`src/rtl/bus_demux4.sv`:
```
// bus_demux4: single-initiator to four-target request demux with one-cycle response
// Optional watchdog: define BUS_DEMUX4_TIMEOUT_EN to end stalled transactions with resp_err.
module bus_demux4 #(
  parameter int WIDTH          = 32,
  parameter int ADDR_WIDTH     = 32,
  parameter int SEL_LSB        = 28,
  parameter int TIMEOUT_CYCLES = 15
) (
  input  logic                  clk,
  input  logic                  rst_n,
  input  logic                  req_valid,
  output logic                  req_ready,
  input  logic                  req_we,
  input  logic [ADDR_WIDTH-1:0] req_addr,
  input  logic [WIDTH-1:0]      req_wdata,
  output logic                  resp_valid,
  output logic [WIDTH-1:0]      resp_rdata,
  output logic                  resp_err,
  output logic [3:0]            tgt_valid,
  output logic                  tgt_we,
  output logic [ADDR_WIDTH-1:0] tgt_addr,
  output logic [WIDTH-1:0]      tgt_wdata,
  input  logic [3:0]            tgt_ready,
  input  logic [3:0]            tgt_rvalid,
  input  logic [WIDTH-1:0]      tgt_rdata0,
  input  logic [WIDTH-1:0]      tgt_rdata1,
  input  logic [WIDTH-1:0]      tgt_rdata2,
  input  logic [WIDTH-1:0]      tgt_rdata3
);
  typedef enum logic [1:0] {IDLE, ISSUE, WAIT, RESP} state_t;
  state_t state, nxt;
  logic [1:0] sel, sel_n;
  logic acc, ack, rd_done, done, to;
  logic [WIDTH-1:0] rdata_sel;
  if (TIMEOUT_CYCLES < 1) begin : g_chk
    $error("TIMEOUT_CYCLES must be >= 1");
  end
  assign req_ready = state == IDLE;
  assign acc       = req_ready && req_valid;
  assign ack       = state == ISSUE && tgt_ready[sel];
  assign rd_done   = state == WAIT && tgt_rvalid[sel];
  assign done      = rd_done || (ack && tgt_we);
  assign sel_n     = acc ? req_addr[SEL_LSB+:2] : sel;
  assign rdata_sel = sel[1] ? (sel[0] ? tgt_rdata3 : tgt_rdata2) : (sel[0] ? tgt_rdata1 : tgt_rdata0);
`ifdef BUS_DEMUX4_TIMEOUT_EN
  localparam int CW = $clog2(TIMEOUT_CYCLES + 1);
  logic [CW-1:0] cnt;
  logic busy;
  assign busy = state == ISSUE || state == WAIT;
  // >= so a read accepted on the limit cycle still times out from WAIT
  assign to = busy && cnt >= CW'(TIMEOUT_CYCLES - 1);
  always_ff @(posedge clk or negedge rst_n)
    if (!rst_n) cnt <= '0;
    else if (acc) cnt <= '0;
    else if (busy) cnt <= cnt + 1'b1;
`else
  assign to = 1'b0;
`endif
  always_comb begin
    nxt = state;
    case (state)
      IDLE:  nxt = acc ? ISSUE : IDLE;
      ISSUE: nxt = ack ? (tgt_we ? RESP : WAIT) : (to ? RESP : ISSUE);
      WAIT:  nxt = (rd_done || to) ? RESP : WAIT;
      RESP:  nxt = IDLE;
    endcase
  end
  always_ff @(posedge clk or negedge rst_n)
    if (!rst_n) begin
      state      <= IDLE;
      sel        <= '0;
      tgt_valid  <= '0;
      tgt_we     <= 1'b0;
      tgt_addr   <= '0;
      tgt_wdata  <= '0;
      resp_valid <= 1'b0;
      resp_rdata <= '0;
      resp_err   <= 1'b0;
    end else begin
      state      <= nxt;
      sel        <= sel_n;
      tgt_valid  <= nxt == ISSUE ? 4'b0001 << sel_n : 4'b0000;
      if (acc) begin
        tgt_we    <= req_we;
        tgt_addr  <= req_addr;
        tgt_wdata <= req_wdata;
      end
      resp_valid <= nxt == RESP;
      resp_rdata <= rd_done ? rdata_sel : '0;
      resp_err   <= nxt == RESP && !done;
    end
endmodule

```
`config.mk`:
```
export PLATFORM = sky130hd
export DESIGN_NAME = bus_demux4
export DESIGN_NICKNAME = d
export VERILOG_FILES = /design/src/rtl/bus_demux4.sv
export SDC_FILE = /design/constraint.sdc
export NUM_CORES = 1
export LEC_CHECK = 0
export CAP_MARGIN = 20
export CORE_MARGIN = 2
export CORE_UTILIZATION = 30
export DETAILED_ROUTE_END_ITERATION = 12
export PLACE_DENSITY_LB_ADDON = 0.2
export SYNTH_ARGS = -nofsm -noshare
export SYNTH_HDL_FRONTEND = slang
export SYNTH_SLANG_ARGS = --single-unit
```
`constraint.sdc`:
```
create_clock -name clk -period 2.7 [get_ports clk]
set_clock_uncertainty 0.2 [all_clocks]
set_input_delay 0.54 -clock clk [delete_from_list [all_inputs] [get_ports clk]]
set_output_delay 0.54 -clock clk [all_outputs]
set_load 0.02 [all_outputs]
```
* Word-level counts from Yosys, hierarchy flattened
Index checks and enable logic that the tools add are counted.
** Word-level totals
- Register bits :: 107
** Operators by class
- Shift operators :: 1
- Order comparisons :: 1
- Reductions and logical operators :: 8
- Eq/ne operators :: 5
- Mux-type cells :: 15
** Operator list (number)
- $mux 32 :: 4
- $pmux 2 s4 :: 1
- $eq 2x2->1 const B :: 3
- $logic_and 1x1->1 :: 5
- $mux 1 :: 5
- $bmux 1 s2 :: 2
- $eq 2x1->1 const B :: 2
- $mux 2 :: 2
- $mux 4 :: 1
- $shl 1x2->4 const A :: 1
- $lt 2x3->1 const B :: 1
- $logic_not 2->1 :: 1
- $logic_not 1->1 :: 1
- $logic_or 1x1->1 :: 1

* Logic depth before layout (Yosys ltp)
Gate-level depths: netlist of the first run.
- Depth in word-level cells :: 7
- Depth in mapped cells :: 5
- Gate-level depth less buffers :: 3

* Least setup slack after synthesis of the first run
No wires, ideal clock.
- Path kind :: input -> register
- From :: input req_valid
- To :: register tgt_addr[0]
- Stages on the path :: 4
- Setup time :: 0.125 ns
- Path buffers :: 2
- Required time :: 2.375 ns
- Arrival :: 1.311 ns
- Slack :: 1.064 ns
- Cells stage by stage :: nor3b_2 -> buf_4 -> buf_4 -> mux2_2
** Between the ends
- Longest elaborated chain between the ends :: 1
** Ends and longest elaborated chain
- start: declaration :: line 11 : input logic req_valid,
- $logic_and 1x1->1 :: line 39 : assign acc = req_ready && req_valid;
- end signal: assignment :: line 85 : tgt_addr <= req_addr;
- end: declaration :: line 21 : output logic [ADDR_WIDTH-1:0] tgt_addr,
No other way between the ends.
A chain may end at the register's enable or synchronous reset.

* Final worst setup path of the first run
- From :: register state[1]
- To :: output req_ready
** Between the ends
- Longest elaborated chain between the ends :: 1
** Ends and longest elaborated chain
- start: declaration :: line 31 : state_t state, nxt;
- start signal: assignment :: line 80 : state <= nxt;
- $logic_not 2->1 :: line 38 : assign req_ready = state == IDLE;
- end: declaration :: line 12 : output logic req_ready,
No other way between the ends.

==> impl_summary.log, run 1 <==
INFO  metric clock.fmax = approximately 420 MHz
INFO  metric cts.htree.levels = 3
INFO  metric dp.cells = 799
INFO  metric leakagePower = 3.29 nW
INFO  metric worst_setup_path_end_kind = output pin
INFO  metric synth_simple_gate_area_share = 6.64%
INFO  metric report.final.setup_viol = 0
INFO  metric synth_mux_area_share = 31.5%
INFO  metric grt_start_max_net_pins = just over 70
INFO  metric antenna_violations_before_repair = 0
INFO  metric drt-vias-per-instance = 4.53
INFO  metric layoutNonFillerInstCount = approximately 820
INFO  metric min_path_type = reg2reg
INFO  metric dominant_combinational_cell_family_by_area_after_synthesis = multiplexers
INFO  metric timing.final.crit_period = 2.36 ns
INFO  metric cpPeakStageDelay = roughly 0.63 ns
INFO  metric worst-path-buf-inv = 1
INFO  metric status = completed
INFO  metric placed_cell_area = 8040 µm²
INFO  metric start_util = 31.0%
INFO  metric tritoncts.num_buffers = 9
INFO  metric critical_path_peak_fanout = 7
INFO  metric crit_path_start_kind = flop
INFO  metric finalInstanceArea = 8310 µm²
INFO  metric num_vias = 3699
INFO  metric synthesized_flop_and_latch_total = 107
INFO  metric critical_path_class = reg2out
INFO  metric cp_slowest_cell = sky130_fd_sc_hd__clkdlybuf4s50_1
INFO  metric n_antenna_cell = 0
INFO  metric design.portCount = 308
INFO  metric reg2reg_setup_slack = 0.85 ns
INFO  metric drt_first_iter_violations = just over 100
INFO  metric grt_pass1_vias = 3976
INFO  metric grt_pass1_wl = a little over 20 mm
INFO  metric dp.final_hpwl = 11.1 mm
INFO  metric layout_stage_area_growth_over_the_synthesis_result = 75.1%
INFO  metric worst_ir_drop_vdd = about 460 µV
INFO  metric remaining_drc_errors = 0
INFO  metric cts.reportedPaths.clkPinSlew = 0.07 ns
INFO  metric globalplace.congestion = 0.774
INFO  metric critical_path.reg2reg.endpoint = resp_rdata[10]
INFO  metric netlist_top_cells_area = sky130_fd_sc_hd__dfrtp_1 56%, sky130_fd_sc_hd__mux4_2 15%, sky130_fd_sc_hd__mux2_2 14%, sky130_fd_sc_hd__nor2b_1 4.5%, sky130_fd_sc_hd__buf_4 1.9%
INFO  metric number_of_pins_with_negative_max_slew_slack_in_the_final_report = 0
INFO  metric whs_endpoint = tgt_addr[2]
INFO  metric synthesis.area_per_instance = 16.3 µm²
INFO  metric max_cap_viol_count = 0
INFO  metric timing.hold.worst.start = tgt_addr[2]
INFO  metric dieWidth = about 130 µm
INFO  metric tritoncts = done
INFO  metric synth-xor-area-share = 0%
INFO  metric critical-path-top-delay-family = buffers and inverters
INFO  metric power-per-cell-area = 973 nW/µm²
INFO  metric cts_hold_buf = 1
INFO  metric hold_path_depth = 1
INFO  metric synth-warning-count = 0
INFO  metric worst-r2r-cell-count = 4
INFO  metric fp.dieArea = 16800 µm²
INFO  metric grt_util_all_layers = ~16%
INFO  metric timing.final.hold_violations = 0
INFO  metric layout-drive-gt1-share = 19.8%
INFO  metric finalNetCount = roughly 800
INFO  metric route.final.wire_length = about 14 mm
INFO  metric finalSetupTns = 0 ns
INFO  metric ys.flop_type = sky130_fd_sc_hd__dfrtp_1
INFO  metric synthesis.nets = 496
INFO  metric crit_arrival = 1.62 ns
INFO  metric multi_input_gate_area = roughly 1900 µm²
INFO  metric core.rowCount = 45
INFO  metric synth.largest_area_cell = sky130_fd_sc_hd__dfrtp_1
INFO  metric grt_setup_unrepaired = false
INFO  metric arithmetic_cell_share_of_the_synthesized_area_counting_full_adders_half_adders_and_majority_gates = 0%
INFO  metric netlist-cell-type-count = 26
INFO  metric critical_path.reg2reg.startpoint = sel[1]
INFO  metric synth_enable_flop_cells = 0
INFO  metric design.core.area = around 15000 µm²
INFO  metric critical_path.cell_chain = nor2_1 -> clkdlybuf4s50_1
INFO  metric final_min_period_over_clock_period = 87.4%
INFO  metric synthArstFlopShare = 100%
INFO  metric synthMostInstantiatedCell = sky130_fd_sc_hd__dfrtp_1
INFO  metric synth_top_cell_area_share = about 56%
INFO  metric worst-endpoint-required = 1.96 ns
INFO  metric max-clock-path-buffers = 2
INFO  metric port_buffers = 307
INFO  metric cts.repair_timing.setup_buffer_count = 0
INFO  metric routed_wire_length_per_instance = 17.0 µm
INFO  metric globalRoute.totalOverflow = 0
INFO  metric register_area = 2680 µm²
INFO  metric clock_tree.root_cell = sky130_fd_sc_hd__clkbuf_16
INFO  metric synth_commonest_cells = 107 x sky130_fd_sc_hd__dfrtp_1, 61 x sky130_fd_sc_hd__mux2_2, 34 x sky130_fd_sc_hd__nor2b_1, 32 x sky130_fd_sc_hd__mux4_2, 12 x sky130_fd_sc_hd__buf_4
INFO  metric synthesis.instances = 292
INFO  metric die_height = ~130 µm
INFO  metric cts.repair.resized = 0
INFO  metric synth-compound-area-share = approximately 2.0%
INFO  metric cts_num_sinks = 107
INFO  metric power = 0.00809 W
INFO  metric timing.slew.headroom = 62.3%
INFO  metric antenna_violating_nets_post_route = 0
INFO  metric worst-slew-pin-transition = between 0.5 and 0.6 ns
INFO  metric fill_cells = 1287
INFO  metric clock_insertion_delay_worst_skew = 0.35 ns
INFO  metric synth_sequential_area_ratio = 56.4%
INFO  metric netlist_area = ~4700 µm²
INFO  metric detailedRoute.firstPassIterationCount = 4
[placed cells by master, fill, tap and decap left out, types with 2 or more instances in the layout]
cell and n:
sky130_fd_sc_hd__o31ai_1 2, sky130_fd_sc_hd__nand2b_1 2, sky130_fd_sc_hd__clkbuf_16 9, sky130_fd_sc_hd__dfrtp_1 106
sky130_fd_sc_hd__clkdlybuf4s50_1 306, sky130_fd_sc_hd__clkinv_2 2, sky130_fd_sc_hd__mux2i_1 2, sky130_fd_sc_hd__inv_1 3
sky130_fd_sc_hd__nor2b_1 34, sky130_fd_sc_hd__o21ai_0 4, sky130_fd_sc_hd__nand2_1 5, sky130_fd_sc_hd__buf_4 6
sky130_fd_sc_hd__mux2_1 6, sky130_fd_sc_hd__mux2_2 61, sky130_fd_sc_hd__clkbuf_1 3, sky130_fd_sc_hd__mux4_2 32
sky130_fd_sc_hd__nor2_1 2, sky130_fd_sc_hd__buf_12 3, sky130_fd_sc_hd__nand3b_1 2
[worst max-delay path by stage]
stage | startpoint | endpoint | slack (ns) | cells after the start
2_1_floorplan | req_valid | tgt_addr[0] | 1.06 | 4
3_3_place_gp | req_valid | tgt_addr[18] | 0.38 | 4
3_5_place_dp | req_valid | tgt_wdata[13] | 0.33 | 4
4_1_cts | state[0] | req_ready | 0.30 | 2
5_1_grt | state[0] | req_ready | 0.26 | 2
6_report | state[1] | req_ready | 0.34 | 2
[final cells by class]
cell class,count,share of cell area [%]
repair buffers,316,38.3
flip-flops and latches,107,32.2
multi-input cells,163,23.0
well taps,211,3.18
clock buffers,12,2.85
clock inverters,4,0.316
inverters,3,0.136
[flip-flops by register name, summed over array words and instances (netlist names)]
signal	cells
resp_err	1
resp_rdata	32
resp_valid	1
sel	2
state	2
tgt_addr	32
tgt_valid	4
tgt_wdata	32
tgt_we	1
[routing by layer]
metal / vias to the layer above / GRT usage [%] / share of wire (%)
met1: 1792 / 18.1 / 36
met3: 24 / 5.82 / 10
li1: 1674 / - / -
met4: 0 / 7.40 / 2.7
met2: 209 / 28.1 / 51
met5: - / 0 / 0
[worst reg2reg max path, cell delays in order (launching register included)]
cell and delay (ns):
sky130_fd_sc_hd__dfrtp_1 0.52, sky130_fd_sc_hd__mux2_2 0.40, sky130_fd_sc_hd__a2bb2oi_4 0.32, sky130_fd_sc_hd__buf_12 0.21
sky130_fd_sc_hd__nor2b_1 0.08
[cell families after synthesis]
kind of cell	count (synthesis)
other	1
AOI/OAI and AO/OA	11
buffers and inverters	22
muxes	101
DFF	107
and+or+nand+nor	50
[report_power, final]
part	leakage [nW]	internal, W	switching (W)
clock network	0.127	0.000628	0.000579
registers	1.33	0.00225	0.000354
logic	1.83	0.00241	0.00187
[per-stage QoR]
stage	hold slack [ns]	util (%)	setup slack, ns
final	0.288	54.2	0.340
after global placement	0.271	52.5	0.376
after detailed placement	0.278	52.5	0.334
after CTS	0.294	54.2	0.304
after global routing	0.317	54.2	0.256
after floorplan	0.0444	-	1.06
(Power assumes the default switching activity.)
==> run 2, diff against run 1 <==
- CTS_CLUSTER_SIZE: default -> 10
==> results of run 2 <==
Same layout as run 1: the final DEF is identical, and so are final timing and power.
